File: src/rtl/loader_pkg.sv
// Shared types and constants for the instruction memory loader.
package loader_pkg;

  typedef enum logic [2:0] {
    IDLE,
    LEN,
    DATA,
    WRITE,
    DONE,
    ERR
  } loader_state_e;

  localparam int BYTES_PER_WORD = 4;
  localparam int BYTE_CNT_WIDTH = $clog2(BYTES_PER_WORD);

endpackage

File: src/rtl/byte_packer.sv
// Little-endian byte-to-word assembler, shared by the length header and the
// data words. The first byte of each group lands in bits [7:0].
module byte_packer
  import loader_pkg::*;
(
  input  logic        i_clk,
  input  logic        i_rst,
  input  logic        i_clear,
  input  logic        i_accept,
  input  logic [7:0]  i_byte,
  output logic [31:0] o_word,
  output logic        o_word_valid
);

  logic [BYTE_CNT_WIDTH-1:0] byte_cnt;
  logic [31:0]               word_q;

  // Present the word with the incoming byte already inserted, so the consumer
  // can capture the complete word on the same edge that takes the last byte.
  always_comb begin
    o_word = word_q;
    o_word[{byte_cnt, 3'b000} +: 8] = i_byte;
    o_word_valid = i_accept && (byte_cnt == BYTE_CNT_WIDTH'(BYTES_PER_WORD - 1));
  end

  // Byte counter wraps naturally after the fourth byte; clear restarts a group.
  always_ff @(posedge i_clk or posedge i_rst) begin
    if (i_rst) begin
      byte_cnt <= '0;
      word_q   <= '0;
    end else if (i_clear) begin
      byte_cnt <= '0;
      word_q   <= '0;
    end else if (i_accept) begin
      byte_cnt <= byte_cnt + BYTE_CNT_WIDTH'(1);
      word_q   <= o_word;
    end
  end

endmodule

File: src/rtl/imem_loader.sv
// Instruction memory loader: takes a length-prefixed little-endian byte image
// and writes it word by word into the instruction RAM, holding the core in
// reset while the load is in progress.
module imem_loader
  import loader_pkg::*;
#(
  parameter int DATA_WIDTH = 32,
  parameter int ADDR_WIDTH = 12
) (
  input  logic                  i_clk,
  input  logic                  i_rst,
  input  logic                  i_start,
  input  logic                  i_rx_valid,
  input  logic [7:0]            i_rx_data,
  output logic                  o_rx_ready,
  output logic                  o_we,
  output logic [ADDR_WIDTH-1:0] o_waddr,
  output logic [DATA_WIDTH-1:0] o_wdata,
  output logic                  o_busy,
  output logic                  o_done,
  output logic                  o_err
);

  localparam int          MEM_DEPTH    = 1 << ADDR_WIDTH;
  localparam logic [31:0] MEM_DEPTH_32 = 32'(MEM_DEPTH);

  loader_state_e         state;
  loader_state_e         next_state;
  logic [31:0]           len;
  logic [ADDR_WIDTH:0]   word_cnt;
  logic [31:0]           packed_word;
  logic                  word_valid;
  logic                  accept;
  logic                  start_ok;
  logic                  last_word;

  assign accept    = i_rx_valid & o_rx_ready;
  assign start_ok  = i_start & ((state == IDLE) | (state == DONE) | (state == ERR));
  assign last_word = ((32'(word_cnt) + 32'd1) == len);

  byte_packer u_packer (
    .i_clk        (i_clk),
    .i_rst        (i_rst),
    .i_clear      (start_ok),
    .i_accept     (accept),
    .i_byte       (i_rx_data),
    .o_word       (packed_word),
    .o_word_valid (word_valid)
  );

  // State register.
  always_ff @(posedge i_clk or posedge i_rst) begin
    if (i_rst) begin
      state <= IDLE;
    end else begin
      state <= next_state;
    end
  end

  // Next-state decode; i_start only matters when no load is running.
  always_comb begin
    next_state = state;
    case (state)
      IDLE, DONE, ERR: begin
        if (i_start) next_state = LEN;
      end
      LEN: begin
        if (word_valid) begin
          if (packed_word == 32'd0)              next_state = DONE;
          else if (packed_word > MEM_DEPTH_32)   next_state = ERR;
          else                                   next_state = DATA;
        end
      end
      DATA: begin
        if (word_valid) next_state = WRITE;
      end
      WRITE: begin
        next_state = last_word ? DONE : DATA;
      end
      default: next_state = IDLE;
    endcase
  end

  // Status and handshake outputs decode directly from the state register.
  always_comb begin
    o_rx_ready = (state == LEN) || (state == DATA);
    o_busy     = (state == LEN) || (state == DATA) || (state == WRITE);
    o_done     = (state == DONE);
    o_err      = (state == ERR);
  end

  // Length capture, word addressing and the registered memory write port.
  always_ff @(posedge i_clk or posedge i_rst) begin
    if (i_rst) begin
      len      <= '0;
      word_cnt <= '0;
      o_we     <= 1'b0;
      o_waddr  <= '0;
      o_wdata  <= '0;
    end else begin
      o_we <= (next_state == WRITE);
      if (start_ok) begin
        len      <= '0;
        word_cnt <= '0;
      end
      if ((state == LEN) && word_valid) begin
        len <= packed_word;
      end
      if ((state == DATA) && word_valid) begin
        o_waddr <= word_cnt[ADDR_WIDTH-1:0];
        o_wdata <= packed_word;
      end
      if (state == WRITE) begin
        word_cnt <= word_cnt + (ADDR_WIDTH+1)'(1);
      end
    end
  end

endmodule

File: config.mk
export PLATFORM = sky130hd
export DESIGN_NAME = imem_loader
export DESIGN_NICKNAME = d
export VERILOG_FILES = /design/src/rtl/loader_pkg.sv /design/src/rtl/byte_packer.sv /design/src/rtl/imem_loader.sv
export SDC_FILE = /design/constraint.sdc
export NUM_CORES = 1
export LEC_CHECK = 0
export ABC_AREA = 1
export CORE_MARGIN = 5
export CORE_UTILIZATION = 35
export CTS_CLUSTER_DIAMETER = 40
export CTS_CLUSTER_SIZE = 24
export DETAILED_ROUTE_END_ITERATION = 16
export HOLD_SLACK_MARGIN = 0.02
export PLACE_DENSITY_LB_ADDON = 0.05
export SYNTH_ARGS = -nofsm -noshare
export SYNTH_HDL_FRONTEND = slang
export SYNTH_SLANG_ARGS = --single-unit
File: constraint.sdc
create_clock -name i_clk -period 5.36 [get_ports i_clk]
set_input_delay 1.072 -clock i_clk [delete_from_list [all_inputs] [get_ports i_clk]]
set_output_delay 1.072 -clock i_clk [all_outputs]
set_load 0.03 [all_outputs]
## Word level (Yosys, flattened, before mapping)

Index checks and enable logic that the tools add are counted.

- Output and inout port bits: 49
- Bits in registers: 127
- Input port bits: 12
- Logic and storage cells: 54

- Equal/unequal tests: 8
- Shift-type cells: 2
- Bitwise gates (word level): 4
- Multiplexer cells: 16
- Add/subtract/negate cells: 4
- Order comparisons: 1
- Reduce and logical (&&, ||, !) cells: 11

Operators with widths:

| cell | count |
|---|---|
| $mux W32 | 4 |
| $bwmux W32 | 1 |
| $eq A14 B32 Y1 | 1 |
| $gt A32 B13 Y1 const B | 1 |
| $logic_not A32 Y1 | 1 |
| $shift A8 B7 Y32 const A | 1 |
| $shiftx A8 B7 Y32 | 1 |
| $mux W13 | 2 |
| $mux W3 | 6 |
| $add A13 B1 Y14 const B | 1 |
| $add A13 B1 Y13 const B | 1 |
| $pmux W3 S4 | 1 |
| $eq A3 B2 Y1 const B | 3 |
| $neg A5 Y7 | 1 |
| $eq A3 B3 Y1 const B | 2 |
| $reduce_bool A2 Y1 | 3 |
| $mux W2 | 2 |
| $eq A3 B1 Y1 const B | 1 |
| $logic_and A1 B1 Y1 | 3 |
| $logic_not A3 Y1 | 1 |
| $reduce_or A3 Y1 | 1 |
| $add A2 B1 Y2 const B | 1 |
| $and A1 B1 Y1 | 2 |
| $eq A2 B2 Y1 const B | 1 |
| other kinds (2) | 4 |

## Longest topological paths before layout

Gate-level depths: netlist of run 1.

- Depth in word-level cells: 9
- Depth in mapped cells: 16
- Depth with buffers taken out: 15

## Hierarchy

Synthesis of run 1 repeated with hierarchy kept, for this count alone.

- Cells, all modules: 820
- Area, all modules: 6213.5 um^2

Modules (own cells, without submodules):

| module | cells each | area each (um^2) | sequential area each (um^2) | times used |
|---|---|---|---|---|
| imem_loader | 534 | 4311.6 | 2327.2 | 1 |
| byte_packer | 286 | 1901.8 | 850.8 | 1 |

## Worst setup path before layout of run 1

Ideal clock, no wire load.

- Path type: flip-flop to output port
- Start: register state[2]
- End: output o_busy
- Path buffers: 0
- Data required time: 4.288 ns
- Arrival: 1.108 ns
- Cell stages (with the launch flop): 2
- Path slack: 3.180 ns
- Path through: dfrtp_1 -> o21ai_0

- Word-level cells in the longest chain between the ends: 3
- Elaborated cells on any way between the ends: 5
- Classes of those cells: 3 x eq/ne; 2 x reduce/logical

Ends and longest elaborated chain:

| item | line | RTL |
|---|---|---|
| from (decl) | imem_loader.sv:27 | `loader_state_e state;` |
| from (signal assigned) | imem_loader.sv:56 | `state <= next_state;` |
| $eq A3 B1 Y1 / $eq A3 B2 Y1 (equally long branches) | imem_loader.sv:87 | `o_busy = (state == LEN) \|\| (state == DATA) \|\| (state == WRITE);` |
| $logic_or A1 B1 Y1 | imem_loader.sv:87 |  |
| $logic_or A1 B1 Y1 (*) | imem_loader.sv:87 |  |
| to (decl) | imem_loader.sv:19 | `output logic o_busy,` |

Mark *: on every way between the ends. The rest lies on a longest branch, timed or not.

## Worst setup path in the final report of run 1

- Start: input i_rx_valid
- End: register len[19]

- Word-level cells in the longest chain between the ends: 4
- Elaborated cells on any way between the ends: 5
- Classes of those cells: 1 x mux; 1 x bitwise; 3 x reduce/logical

Ends and longest elaborated chain:

| item | line | RTL |
|---|---|---|
| from (decl) | imem_loader.sv:13 | `input logic i_rx_valid,` |
| $and A1 B1 Y1 (*) | imem_loader.sv:37 | `assign accept = i_rx_valid & o_rx_ready;` |
| $logic_and A1 B1 Y1 (*) | byte_packer.sv:23 | `o_word_valid = i_accept && (byte_cnt == BYTE_CNT_WIDTH'(BYTES_PER_WORD - 1));` |
| $logic_and A1 B1 Y1 (*) | imem_loader.sv:106 | `if ((state == LEN) && word_valid) begin` |
| $mux W32 / $reduce_bool A2 Y1 (equally long branches) | -- |  |
| to (signal assigned) | imem_loader.sv:107 | `len <= packed_word;` |
| to (decl) | imem_loader.sv:29 | `logic [31:0] len;` |

Marked as above.
A chain may end at the register's enable or synchronous reset.

==> qor.csv, run 1 <==
metric,value,unit
status,finished clean,
Placer Congestion,0.884,
Setup TNS,0,ns
DRC viols,0,
Tmin final,3.12,ns
RSZ-0062 raised after global routing,no,
CP cell instances,"clkdlybuf4s50_1, nand2_4, nor2_4, inv_2, nor2_2, inv_2, nand2_2, o22ai_1",
fin area,7410,µm²
Clock Pin Slew Worst Setup and Hold Paths,0.06,ns
Post-synth ARST share,1.00,
leak pwr,3.45,nW
startpoint class of the critical path,input pin,
hold_ws,0.479,ns
top cell type's share of synthesized area,0.521,
Worst-Margin Slew,0.953,ns
max cap viols,0,
Crit. End Element,flip-flop,
ys flop type,dfrtp_1,
"slowest stage delay, CP",0.57,ns
total global-route track usage,0.176,
Hold Path Cell Cnt,2,
Core Rows,48,
WL/cell,16.2,µm
Tcrit/Tclk final,0.582,
Reg power frac,0.329,
IO Pins,61,
top cells by instance count after synthesis,"nand2_1 (205), dfrtp_1 (127), inv_1 (105)",
post-CTS setup buffer count,0,
maximum VDD drop,0.238,mV
Die ar.,20200,µm²
Switching Fraction,0.409,
class of the most critical setup path,input pin to flip-flop,
Root Driver,clkbuf_16,
"top cells by area, synth","dfrtp_1 (52%), nand2_1 (13%), o21ai_0 (6.6%)",
Layout area overhead,21.5,%
final core utilization,0.431,
number of synthesized flops with an enable pin,0,
die span in y,142,µm
reg2reg end,len[19],
CTS H-tree depth,4,
first-pass GRT wire length,27500,µm
WL final,17000,µm
Final Skew,0.00841,ns
# placed instances,1020,
# clock sinks,127,
hold_buf cts,0,
startpoint of the worst register-to-register path,u_packer.byte_cnt[0],
Core ar.,17200,µm²
largest net degree at the start of global routing,74,
Reg area,3180,µm²
clk_lat worst skew,0.42,ns
fin cells,1048,
Ys Warns,0,
initial antenna violation count,0,
HP Start,o_wdata[2],
worst hold path type,flip-flop to flip-flop,
Crit path buffers/inverters,3,
WP data required,5.68,ns
I/O Buffers,60,
CTS Buffer Depth,2,
Worst Path Max Fanout,38,
Cell variety after synth,27,
largest area contributor in the netlist,dfrtp_1,
Initial Util,0.355,
fmax,321,MHz
final hold vios,0,
DP Area,6870,µm²
gr ovfl total,0,
CTS tree,built,
sequential area share after synthesis,0.521,
share of total power in combinational logic,0.374,
Final Max Slew Viols,0,
data arrival time of the worst path,3.44,ns
DRT Pass-1 Iters,5,
worst r2r path cells,8,
pwr/cell area,483,nW/µm²
Ant. Diodes,0,
Cells after Synth,755,
post-cts sizing count,0,
Seq cells post-synth,127,
Die X-Extent,142,µm
fill cell count,1763,
R2R Setup Slk,2.59,ns
vias,5152,
Max transition margin,0.365,
nets,832,
cell with the most instances after synthesis,nand2_1,
"most used cell, CP",inv_2,
TritonCTS Buffers,17,
CP max-delay cell,nand2_2,
top cell family by delay on the critical path,buffers and inverters,
Sw Pwr,1.46,mW
post-DR vias/cell,4.92,
initial DRC count,372,
clock network power share,0.297,
Multi-input gate area,2370,µm²
hpwl dp,12200,µm
crit path from,i_rx_valid,
Synth Cell Area,6100,µm²
synthesized area per cell,8.08,µm²
vias in the first global route,5049,
Post-Syn Nets,773,
Pint,2.11,mW
setup violators final,0,
Final ANT Viol Nets,0,
layout cell share with drive strength beyond 1,0.0741,
Hold Path End,o_wdata[2],
==> how the worst max path moves through the flow <==
stage	endpoint	depth (start not counted)
global route	len[22]	8
finish	len[19]	8
global placement	len[11]	8
CTS	len[18]	8
detailed placement	len[18]	8
floorplan	len[0]	1
==> power by group through the flow <==
| stage | Clock (mW) | Combinational (mW) | Sequential [mW] |
|---|---|---|---|
| floorplan | 0 | 0.955 | 1.18 |
| global placement | 0 | 1.33 | 1.19 |
| detailed placement | 0 | 1.34 | 1.19 |
| CTS | 1.09 | 1.35 | 1.18 |
| global route | 1.14 | 1.49 | 1.19 |
| finish | 1.06 | 1.34 | 1.18 |
==> per-stage QoR <==
step	setup WS [ns]	power [mW]
2_1_floorplan	0.904	2.13
3_3_place_gp	1.89	2.52
3_5_place_dp	1.80	2.54
4_1_cts	2.25	3.62
5_1_grt	1.97	3.82
6_report	2.24	3.58
==> state kept, by name (all words and copies together) (netlist names) <==
register           count
o_wdata               32
o_waddr               12
state                  3
u_packer.byte_cnt      2
len                   32
u_packer.word_q       32
word_cnt              13
o_we                   1
==> placed cells by master, fill, tap and decap left out, types with 2 or more instances in the layout <==
cell,count
nand2_2,4
clkbuf_16,17
dfrtp_1,127
o22ai_2,10
nand3_1,58
nor2_2,4
clkinv_2,2
clkbuf_1,2
o21ai_0,81
a21oi_1,6
nand4_1,6
inv_1,104
nor2_4,2
buf_4,3
clkdlybuf4s50_1,60
nor2_1,62
inv_2,5
ha_1,6
o22ai_1,40
or2_2,2
nand2_1,204
nand3_2,2
clkinvlp_4,3
clkbuf_8,3
o21ai_1,3
==> tightest hold or removal path: stages, from the launching register on <==
cell and delay, ns:
dfrtp_1 0.34, nand2_1 0.05, o21ai_0 0.05
==> cell type report <==
class	count	share of cell area
inverter	110	0.0561
timing repair buffer	63	0.0841
tap	225	0.0380
sequential	127	0.429
clock buffer	22	0.0640
clock inverter	6	0.00844
multi-input combinational	495	0.320
==> cell families (layout without fill, tap and decap cells) <==
kind of cell | count (synthesis) | after routing | synth area share
and+or+nand+nor | 347 | 347 | 0.239
AOI/OAI and AO/OA | 141 | 141 | 0.137
buffers and inverters | 133 | 201 | 0.0902
DFF | 127 | 127 | 0.521
adders and majority gates | 6 | 6 | 0.0123
xor gates and xnor gates | 1 | 1 | 0.00144
==> metal layers <==
layer  track usage  up-vias  part of all wire
met2         0.293      106              0.49
met1         0.229     2466              0.45
met5             0        -                 0
met4        0.0571        0             0.016
li1              -     2559                 -
met3        0.0360       21             0.038
Power figures use the tool's default switching activity.
==> run 2: changes to the inputs <==
==> constraint.sdc (replaced) <==
create_clock -name i_clk -period 2.7 [get_ports i_clk]
set_input_delay 0.54 -clock i_clk [delete_from_list [all_inputs] [get_ports i_clk]]
set_output_delay 0.54 -clock i_clk [all_outputs]
set_load 0.03 [all_outputs]
==> qor.csv, run 2 (synthesized netlist as in run 1, its figures left out) <==
metric,value,unit,change
# placed instances,1032,,was 1020
worst hold path type,input pin to async pin,,was flip-flop to flip-flop
Max transition margin,0.638,,was 0.365
leak pwr,3.58,nW,was 3.45 nW
Crit path buffers/inverters,2,,was 3
Core ar.,17200,µm²,unchanged
fill cell count,1735,,was 1763
die span in y,142,µm,unchanged
Multi-input gate area,2370,µm²,unchanged
R2R Setup Slk,0.29,ns,was 2.59 ns
fin area,7650,µm²,was 7410 µm²
initial DRC count,320,,was 372
Ant. Diodes,0,,unchanged
Die ar.,20200,µm²,unchanged
Reg area,3180,µm²,unchanged
"commonest non-fill, non-tap cell in the layout",nand2_1,,unchanged
Setup TNS,0,ns,unchanged
Die X-Extent,142,µm,unchanged
# clock sinks,127,,unchanged
data arrival time of the worst path,1.94,ns,was 3.44 ns
Placer Congestion,0.855,,was 0.884
max cap viols,0,,unchanged
TritonCTS Buffers,17,,unchanged
class of the most critical setup path,flip-flop to output pin,,was input pin to flip-flop
post-CTS setup buffer count,0,,unchanged
Final Max Slew Viols,0,,unchanged
hpwl dp,12600,µm,was 12200 µm
DP Area,7000,µm²,was 6870 µm²
CP cell instances,"inv_2, nand2_1, nor2_1, clkdlybuf4s50_1",,"was clkdlybuf4s50_1, nand2_4, nor2_4, inv_2, nor2_2, inv_2, nand2_2, o22ai_1"
RSZ-0062 raised after global routing,no,,unchanged
WP data required,2.16,ns,was 5.68 ns
DRT Pass-1 Iters,6,,was 5
Tmin final,2.48,ns,
Crit. End Element,output pin,,was flip-flop
largest net degree at the start of global routing,91,,was 74
clk_lat worst skew,0.42,ns,about the same
Tcrit/Tclk final,0.919,,
total global-route track usage,0.177,,was 0.176
setup violators final,0,,unchanged
maximum VDD drop,0.468,mV,was 0.238 mV
worst r2r path cells,13,,was 8
worst setup margin,0.218,ns,was 2.24 ns
Initial Util,0.355,,unchanged
CTS tree,built,,unchanged
DRC viols,0,,unchanged
Core Rows,48,,unchanged
pre-CTS WS,0.211,ns,was 1.80 ns
I/O Buffers,60,,unchanged
vias,5296,,was 5152
first-pass GRT wire length,27800,µm,was 27500 µm
fmax,403,MHz,
status,finished clean,,unchanged
Layout area overhead,25.4,%,was 21.5%
gr ovfl total,0,,unchanged
pwr/cell area,989,nW/µm²,was 483 nW/µm²
startpoint class of the critical path,flip-flop,,was input pin
crit path from,state[1],,was i_rx_valid
nets,844,,was 832
most frequent cells in the layout,"nand2_1 (204), dfrtp_1 (127), inv_1 (104)",,unchanged
vias in the first global route,5151,,was 5049
PnR Total Power,7.57,mW,was 3.58 mW
Worst Path Max Fanout,5,,was 38
CP max-delay cell,clkdlybuf4s50_1,,was nand2_2
"slowest stage delay, CP",0.72,ns,was 0.57 ns
top cell family by delay on the critical path,buffers and inverters,,unchanged
WL final,17200,µm,was 17000 µm
post-DR vias/cell,4.98,,was 4.92
Worst-Margin Slew,0.541,ns,was 0.953 ns
Root Driver,clkbuf_16,,unchanged
reg2reg end,state[2],,was len[19]
hold_ws,0.394,ns,was 0.479 ns
layout cell share with drive strength beyond 1,0.0931,,was 0.0741
Final ANT Viol Nets,0,,unchanged
WL/cell,16.2,µm,about the same
final core utilization,0.445,,was 0.431
Final Skew,0.00945,ns,was 0.00841 ns
IO Pins,61,,unchanged
post-cts sizing count,0,,unchanged
fin cells,1063,,was 1048
hold_buf cts,0,,unchanged
biggest regs,"len (32), o_wdata (32), u_packer.word_q (32)",,unchanged
CTS H-tree depth,4,,unchanged
startpoint of the worst register-to-register path,u_packer.byte_cnt[0],,unchanged
Clock Pin Slew Worst Setup and Hold Paths,0.06,ns,about the same
CTS Buffer Depth,2,,unchanged
final hold vios,0,,unchanged
initial antenna violation count,0,,unchanged
==> run 2: final cells by class <==
class                      count  area share
sequential                   127       0.415
multi-input combinational    495       0.310
timing repair buffer          75      0.0981
clock buffer                  22      0.0646
inverter                     110      0.0545
tap                          225      0.0368
clock inverter                 9      0.0203
==> run 2: power breakdown <==
group,leakage (nW),internal (mW),switching [mW],total [mW]
clock,0.318,1.66,0.844,2.51
sequential,1.76,2.18,0.147,2.32
combinational,1.50,0.811,1.93,2.74
total,3.58,4.65,2.92,7.57
==> run 2: worst max path at each step <==
stage / endpoint / slack, ns / cells past startpoint
finish: o_err / 0.22 / 4
global route: state[0] / 0.09 / 13
CTS: o_err / 0.18 / 4
detailed placement: state[2] / 0.21 / 11
global placement: state[2] / 0.26 / 11
floorplan: len[0] / 0.59 / 1
==> run 2: layer usage <==
layer,GRT usage,vias up,share of wire
met2,0.298,151,0.49
met1,0.225,2538,0.43
li1,-,2578,-
met3,0.0457,29,0.054
met5,0,-,0
met4,0.0515,0,0.020
==> run 3: changes to the inputs <==
==> constraint.sdc (replaced) <==
create_clock -name i_clk -period 2.5 [get_ports i_clk]
set_input_delay 0.5 -clock i_clk [delete_from_list [all_inputs] [get_ports i_clk]]
set_output_delay 0.5 -clock i_clk [all_outputs]
set_load 0.03 [all_outputs]
==> qor.csv, run 3 (synthesized netlist as in run 1, its figures left out) <==
metric,value,unit,change
Clock Pin Slew Worst Setup and Hold Paths,0.06,ns,about the same
CTS Buffer Depth,2,,unchanged
layout cell share with drive strength beyond 1,0.103,,was 0.0931
data arrival time of the worst path,1.87,ns,was 1.94 ns
fill cell count,1757,,was 1735
Die ar.,20200,µm²,unchanged
post-cts sizing count,0,,unchanged
startpoint of the worst register-to-register path,u_packer.byte_cnt[0],,unchanged
Hold Path End,o_waddr[3],,
# placed instances,1039,,was 1032
R2R Setup Slk,0.31,ns,was 0.29 ns
initial DRC count,385,,was 320
RSZ-0062 raised after global routing,no,,unchanged
die span in y,142,µm,unchanged
DRT Pass-1 Iters,7,,was 6
nets,851,,was 844
setup violators final,0,,unchanged
Setup TNS,0,ns,unchanged
Crit. End Element,output pin,,unchanged
Worst Path Max Fanout,4,,was 5
largest net degree at the start of global routing,78,,was 91
leak pwr,3.59,nW,was 3.58 nW
Final ANT Viol Nets,0,,unchanged
# clock sinks,127,,unchanged
worst hold path type,flip-flop to flip-flop,,was input pin to async pin
max cap viols,0,,unchanged
Ant. Diodes,0,,unchanged
DRC viols,0,,unchanged
WL/cell,15.9,µm,was 16.2 µm
CTS tree,built,,unchanged
clk_lat worst skew,0.42,ns,about the same
Final Max Slew Viols,0,,unchanged
class of the most critical setup path,flip-flop to output pin,,unchanged
reg2reg end,state[2],,unchanged
post-CTS setup buffer count,0,,unchanged
fmax,423,MHz,
worst r2r path cells,12,,was 13
"commonest non-fill, non-tap cell in the layout",nand2_1,,unchanged
Final Skew,0.0103,ns,was 0.00945 ns
WP data required,2.00,ns,was 2.16 ns
HP Start,o_waddr[3],,
Tmin final,2.37,ns,
Core ar.,17200,µm²,unchanged
total global-route track usage,0.177,,about the same
biggest regs,"len (32), o_wdata (32), u_packer.word_q (32)",,unchanged
fin cells,1071,,was 1063
Die X-Extent,142,µm,unchanged
Layout area overhead,25.5,%,was 25.4%
most frequent cells in the layout,"nand2_1 (204), dfrtp_1 (127), inv_1 (104)",,unchanged
Root Driver,clkbuf_16,,unchanged
Placer Congestion,0.851,,was 0.855
vias,5211,,was 5296
Tcrit/Tclk final,0.946,,
Core Rows,48,,unchanged
first-pass GRT wire length,28000,µm,was 27800 µm
IO Pins,61,,unchanged
Initial Util,0.355,,unchanged
WL final,17000,µm,was 17200 µm
final hold vios,0,,unchanged
I/O Buffers,60,,unchanged
startpoint class of the critical path,flip-flop,,unchanged
hold_buf cts,0,,unchanged
Hold Path Cell Cnt,2,,
pwr/cell area,1050,nW/µm²,was 989 nW/µm²
post-DR vias/cell,4.87,,was 4.98
Worst-Margin Slew,0.576,ns,was 0.541 ns
Max transition margin,0.615,,was 0.638
gr ovfl total,0,,unchanged
TritonCTS Buffers,17,,unchanged
status,finished clean,,unchanged
maximum VDD drop,0.535,mV,was 0.468 mV
vias in the first global route,5233,,was 5151
initial antenna violation count,0,,unchanged
hpwl dp,12400,µm,was 12600 µm
CTS H-tree depth,4,,unchanged
run 3: cell types whose count changed in the layout (fill, tap and decap cells not counted):
cell	change
buf_4	+7
bufinv_16	-2
clkbuf_8	-4
clkdlybuf4s50_1	-1
clkinv_4	+3
clkinvlp_4	+1
dlymetal6s2s_1	+1
inv_6	+2
inv_8	+1
nor2_1	-1
nor2_2	+1
run 3: how the worst max path moves through the flow:
stage	startpoint	end	slack (ns)
finish	state[2]	o_busy	0.13
global route	state[2]	o_busy	0.02
CTS	state[1]	o_err	0.04
detailed placement	u_packer.byte_cnt[1]	state[2]	0.28
global placement	u_packer.byte_cnt[1]	state[0]	0.28
floorplan	u_packer.byte_cnt[0]	state[2]	0.41
run 3: critical path, stage by stage (launching register included):
cell and delay, ns:
dfrtp_1 0.42, o21ai_0 0.30, clkdlybuf4s50_1 0.73
run 3: routing by layer:
| layer | share of wire | GRT usage | vias up |
|---|---|---|---|
| li1 | - | - | 2597 |
| met1 | 0.45 | 0.235 | 2508 |
| met2 | 0.49 | 0.291 | 88 |
| met3 | 0.036 | 0.0366 | 18 |
| met4 | 0.019 | 0.0586 | 0 |
| met5 | 0 | 0 | - |
run 3: report_power, final:
part / leakage, nW / switching, mW / internal (mW)
Combinational: 1.54 / 2.12 / 0.941
Clock: 0.289 / 0.981 / 1.51
Sequential: 1.76 / 0.156 / 2.35
Total: 3.59 / 3.25 / 4.80
run 3: through the flow:
stage	total power [mW]	hold slack, ns	setup slack (ns)	util	cell area, µm²
2_1_floorplan	4.57	0.453	0.410	-	6100
3_3_place_gp	5.57	0.467	0.278	0.411	7050
3_5_place_dp	5.60	0.473	0.280	0.411	7050
4_1_cts	8.14	0.487	0.0412	0.445	7650
5_1_grt	8.66	0.505	0.0214	0.446	7660
6_report	8.05	0.482	0.134	0.446	7660
run 3: layout make-up:
class                   instances  area (µm²)  share of cell area
clock inverters                14         158              0.0206
repair buffers                 82         806               0.105
multi-input cells             495        2380               0.311
clock buffers                  18         439              0.0574
inverters                     110         417              0.0544
well taps                     225         282              0.0368
flip-flops and latches        127        3180               0.415
